### src/rtl/mulmod4591_arbiter.sv
// Round-robin front end for a shared mod-4591 multiplier.
// Issues one product per cycle and routes reduced results back by requester ID.
module mulmod4591_arbiter #(
    parameter int N_REQ   = 4,
    parameter int ID_W    = 2,
    parameter int P_WIDTH = 16,
    parameter int LAT     = 3
) (
    input  logic                       Clk,
    input  logic                       Reset,
    input  logic [N_REQ-1:0]           Req,
    input  logic [N_REQ*P_WIDTH-1:0]   ReqA,
    input  logic [N_REQ*P_WIDTH-1:0]   ReqB,
    input  logic                       Hold,
    output logic [N_REQ-1:0]           Gnt,
    output logic [2*P_WIDTH-1:0]       MulIn,
    output logic                       MulValid,
    input  logic [P_WIDTH-1:0]         MulOut,
    output logic [N_REQ-1:0]           RspValid,
    output logic [P_WIDTH-1:0]         RspData,
    output logic                       ErrOperand,
    output logic                       Busy
);

    localparam logic [P_WIDTH-1:0] MODULUS = P_WIDTH'(4591);
    localparam logic [ID_W-1:0]    PTR_RST = ID_W'(N_REQ - 1);

    // Round-robin pointer: last requester that completed a transfer
    logic [ID_W-1:0]          r_ptr;

    // Issue stage
    logic                     r_mul_valid;
    logic [2*P_WIDTH-1:0]     r_mul_in;
    logic [ID_W-1:0]          r_issue_id;
    logic                     r_err;

    // Tag pipeline mirroring the external reduction latency
    logic [LAT-1:0]           r_tag_v;
    logic [ID_W-1:0]          r_tag_id [LAT];

    // Response register
    logic [N_REQ-1:0]         r_rsp_valid;
    logic [P_WIDTH-1:0]       r_rsp_data;

    // Arbitration and operand selection
    logic [ID_W-1:0]          w_cand;
    logic [ID_W-1:0]          w_win;
    logic                     w_found;
    logic                     w_accept;
    logic [P_WIDTH-1:0]       w_a;
    logic [P_WIDTH-1:0]       w_b;
    logic [2*P_WIDTH-1:0]     w_prod;
    logic                     w_bad;

    // Find the first asserted request after the pointer, wrapping around
    always_comb begin
        w_found = 1'b0;
        w_win   = '0;
        w_cand  = '0;
        for (int k = 1; k <= N_REQ; k++) begin
            w_cand = ID_W'((int'(r_ptr) + k) % N_REQ);
            if (!w_found && Req[w_cand]) begin
                w_found = 1'b1;
                w_win   = w_cand;
            end
        end
    end

    // One-hot grant, suppressed by Hold and while Reset is high
    always_comb begin
        Gnt = '0;
        if (w_found && !Hold && !Reset) begin
            Gnt[w_win] = 1'b1;
        end
    end

    assign w_accept = |(Req & Gnt);
    assign w_a      = ReqA[w_win*P_WIDTH +: P_WIDTH];
    assign w_b      = ReqB[w_win*P_WIDTH +: P_WIDTH];
    assign w_prod   = {{P_WIDTH{1'b0}}, w_a} * {{P_WIDTH{1'b0}}, w_b};
    assign w_bad    = (w_a >= MODULUS) || (w_b >= MODULUS);

    // Issue the winner's full product; pointer moves only on acceptance
    always_ff @(posedge Clk or posedge Reset) begin
        if (Reset) begin
            r_mul_valid <= 1'b0;
            r_mul_in    <= '0;
            r_issue_id  <= '0;
            r_ptr       <= PTR_RST;
            r_err       <= 1'b0;
        end else begin
            r_mul_valid <= w_accept;
            if (w_accept) begin
                r_mul_in   <= w_prod;
                r_issue_id <= w_win;
                r_ptr      <= w_win;
                if (w_bad) begin
                    r_err <= 1'b1;
                end
            end
        end
    end

    // Carry {valid, ID} alongside the external reduction pipeline
    always_ff @(posedge Clk or posedge Reset) begin
        if (Reset) begin
            r_tag_v <= '0;
            for (int i = 0; i < LAT; i++) begin
                r_tag_id[i] <= '0;
            end
        end else begin
            r_tag_v[0]  <= r_mul_valid;
            r_tag_id[0] <= r_issue_id;
            for (int i = 1; i < LAT; i++) begin
                r_tag_v[i]  <= r_tag_v[i-1];
                r_tag_id[i] <= r_tag_id[i-1];
            end
        end
    end

    // Capture the reduced result and strobe its owner for one cycle
    always_ff @(posedge Clk or posedge Reset) begin
        if (Reset) begin
            r_rsp_valid <= '0;
            r_rsp_data  <= '0;
        end else begin
            r_rsp_valid <= '0;
            if (r_tag_v[LAT-1]) begin
                r_rsp_valid[r_tag_id[LAT-1]] <= 1'b1;
                r_rsp_data                   <= MulOut;
            end
        end
    end

    assign MulIn      = r_mul_in;
    assign MulValid   = r_mul_valid;
    assign RspValid   = r_rsp_valid;
    assign RspData    = r_rsp_data;
    assign ErrOperand = r_err;
    assign Busy       = r_mul_valid | (|r_tag_v) | (|r_rsp_valid);

endmodule

### config.mk
export PLATFORM = sky130hd
export DESIGN_NAME = mulmod4591_arbiter
export DESIGN_NICKNAME = d
export VERILOG_FILES = /design/src/rtl/mulmod4591_arbiter.sv
export SDC_FILE = /design/constraint.sdc
export NUM_CORES = 1
export LEC_CHECK = 0
export CORE_ASPECT_RATIO = 1.1
export CORE_MARGIN = 3
export CORE_UTILIZATION = 35
export CTS_CLUSTER_SIZE = 14
export DETAILED_ROUTE_END_ITERATION = 6
export PLACE_DENSITY = 0.55
export SYNTH_ARGS = -nofsm -noshare
export SYNTH_HDL_FRONTEND = slang
export SYNTH_SLANG_ARGS = --single-unit
### constraint.sdc
create_clock -name Clk -period 10 [get_ports Clk]
set_input_delay 3 -clock Clk [delete_from_list [all_inputs] [get_ports Clk]]
set_output_delay 3 -clock Clk [all_outputs]
set_load 0.05 [all_outputs]
==> metrics <==
initial antenna violation count=0; GPL Wtd Cong=0.966; Residual DRC=0; WL met2=22.5 mm; vias after detailed routing=11,000; Yosys top cell by area=fa_1; vias in the first global route=12,000; First-pass DRT Iterations=5; Post-Syn Instances=1,336; fmax=0.102 GHz; IO Port Bufs=209; clock root buffer=clkbuf_16; Reg area=1680 um2; Commonest cells post-synth=inv_1, fa_1, nand2_1, nor2_1, ha_1; Post-Syn Nets=1,785; Top Metal Used=met4; worst path required time=10.21 ns; final cell count without fillers=2,188; CTS clock-pin slew for the worst setup and hold paths=0.07 ns; Num CTS Buffers=9; Clock Sinks=67; Final Net Count=2,206; status=completed; Final Max Tran Viols=0; htree depth=3; hold slack=0.340 ns; Slew HR=43.2%; Post-Synth Simple-Gate Area=16.7%; Mapped Area=11,700 um2; flop-to-flop setup slack=2.49 ns; Crit Path Max Fanout=22; chip width=180 um; DRT antenna net count=0; most frequent cell after synthesis=inv_1; reg2reg path depth=32; total grt overflow=0; FF+latch count, synth=67; worst-skew pair later-pin latency=0.34 ns; core area=32,600 um2; Worst EP arrival=10.00 ns; R2R Path End=MulIn[30]$_DFFE_PP0P_; beginning of the critical path=Req[3]; Worst R2R Start=r_ptr[1]$_DFFE_PP1P_; GRT Util Overall=24.7%; M1 WL=16.8 mm; Yosys cell types=64; post-synthesis adder-cell area fraction=44.4%; hpwl dp=37.4 mm; setup ws final=0.211 ns; part of the cycle the worst path needs=97.9%; post-synthesis mux area share=1.54%; synth warn=0; kind of end point of the critical path=flip-flop; Max clock buf depth=2; clock skew=0.00672 ns; Starting Density=35.8%; Ports=210; Compound-Gate Fraction of Synth Area=11.0%; critical path class=in2reg; CP Capture Point=MulIn[30]$_DFFE_PP0P_; Yosys top cell area share=33.2%; Post-synth EDFFs=0; largest net degree at the start of global routing=58; DR iter-0 viols=589; Synth Flop Type=dfrtp_1; CTS Hold Bufs=0; Worst path max stage delay=0.56 ns; first-pass GRT wire length=67.4 mm; share of cells above drive strength 1=23.0%; Area growth, synth to finish=45.1%; Final Setup Violations=0; Max-Cap Viols=0; Final Util=52.0%; Final Hold Viols=0; final worst path period need=9.79 ns; Site Rows=69; CTS tree=done; syn avg cell area=8.75 um2; met3 WL post-DR=2.11 mm; Layout fillers=3,084; Slowest cell on crit path=fa_2; footprint of the multi-input gates=9180 um2; Synth Area in XOR/XNOR=1.87%; DRT Wirelength=43.4 mm; largest family of logic cells by synthesized area=adder cells; synth top area cells=fa_1, dfrtp_1, ha_1, inv_1, nand2_1; antenna diode count=0; Post-Place Cells=2,146; die area=35,600 um2; worst slew pin tran=0.851 ns; vias per cell=5.05; register area share after synthesis=14.4%; CP Launch Type=input pin; worst hold-check path type=reg2reg; Avg WL per Cell=19.8 um; pre-CTS setup slack=-0.623 ns; die extent in y=198 um; Async SR Flop Fraction=100%
-- logic make-up (layout without fill, tap and decap cells) --
family                     after synthesis  count (layout)
and+or+nand+nor                        455             455
buffers and inverters                  307             733
adders and majority gates              298             298
AOI/OAI and AO/OA                      168             168
DFF                                     67              67
xor gates and xnor gates                25              25
muxes                                   16              16
-- critical path: cells and delay by family --
| kind | cells | cell delay (ns) |
|---|---|---|
| adder cells (fa/ha/maj) | 7 | 3.32 |
| AO/OA/AOI/OAI | 12 | 1.99 |
| buffers and inverters | 10 | 1.33 |
| AND/OR/NAND/NOR | 2 | 0.24 |
| XOR/XNOR | 1 | 0.10 |
-- registers in the layout (all words and copies together), names as in the netlist --
signal and flops:
MulIn 32, RspData 16, r_tag_id 6, RspValid 4, r_tag_v 3, r_issue_id 2
r_ptr 2, ErrOperand 1, MulValid 1
-- per-stage QoR --
stage	TNS (ns)	area, um2
final	0	17000
after global routing	-0.0657	17000
after CTS	0	16700
after detailed placement	-6.06	16100
after global placement	-5.37	16100
after floorplan	0	11700
-- placed cells by master, fill, tap and decap left out, drive strengths merged, types with 4 or more instances in the layout --
cell	instances
buf	258
inv	254
clkdlybuf4s50	205
fa	194
nand2	184
nor2	179
ha	104
dfrtp	65
o21ai	35
a21oi	26
or2	23
mux2	16
o221ai	14
o22a	13
xnor2	13
nor4	13
xor2	12
clkbuf	12
or4	11
a21o	10
o221a	10
nand2b	9
o2111ai	9
nand3	8
nor3	8
o21a	7
o2111a	7
o31ai	6
nand4	5
a31oi	4
a31o	4
o21bai	4
and2	4
-- worst min path at each step --
stage / startpoint / to / slack, ns / depth (start not counted)
detailed placement: r_tag_id[4]$_DFF_PP0_ / r_tag_id[2]$_DFF_PP0_ / 0.33 / 0
finish: r_tag_id[4]$_DFF_PP0_ / r_tag_id[2]$_DFF_PP0_ / 0.34 / 0
global placement: r_tag_id[4]$_DFF_PP0_ / r_tag_id[2]$_DFF_PP0_ / 0.33 / 0
global route: r_tag_id[4]$_DFF_PP0_ / r_tag_id[2]$_DFF_PP0_ / 0.35 / 0
floorplan: r_tag_id[2]$_DFF_PP0_ / r_tag_id[0]$_DFF_PP0_ / 0.33 / 0
CTS: r_tag_id[4]$_DFF_PP0_ / r_tag_id[2]$_DFF_PP0_ / 0.34 / 0
-- metal layers --
metal	vias to the layer above	global-route usage, %
met4	0	10.0
met1	5534	29.2
met5	-	0
met2	337	45.5
met3	86	2.97
li1	5085	-
-- final cells by class --
class	instances	share of cell area (%)
multi-input cells	962	54.1
repair buffers	467	25.5
flip-flops and latches	67	9.90
inverters	250	5.53
well taps	426	3.14
clock buffers	9	1.33
clock inverters	7	0.487
-- timing repair --
item,4_1_cts,5_1_grt
setup buffers,19,6
setup endpoints to repair,12,12
gates cloned,1,0
pin swaps,18,32
resized for setup,48,48
hold endpoints to repair,0,0
Power is not shown: default switching activity piles up to over one toggle a cycle in this logic, so the estimate is an artifact.
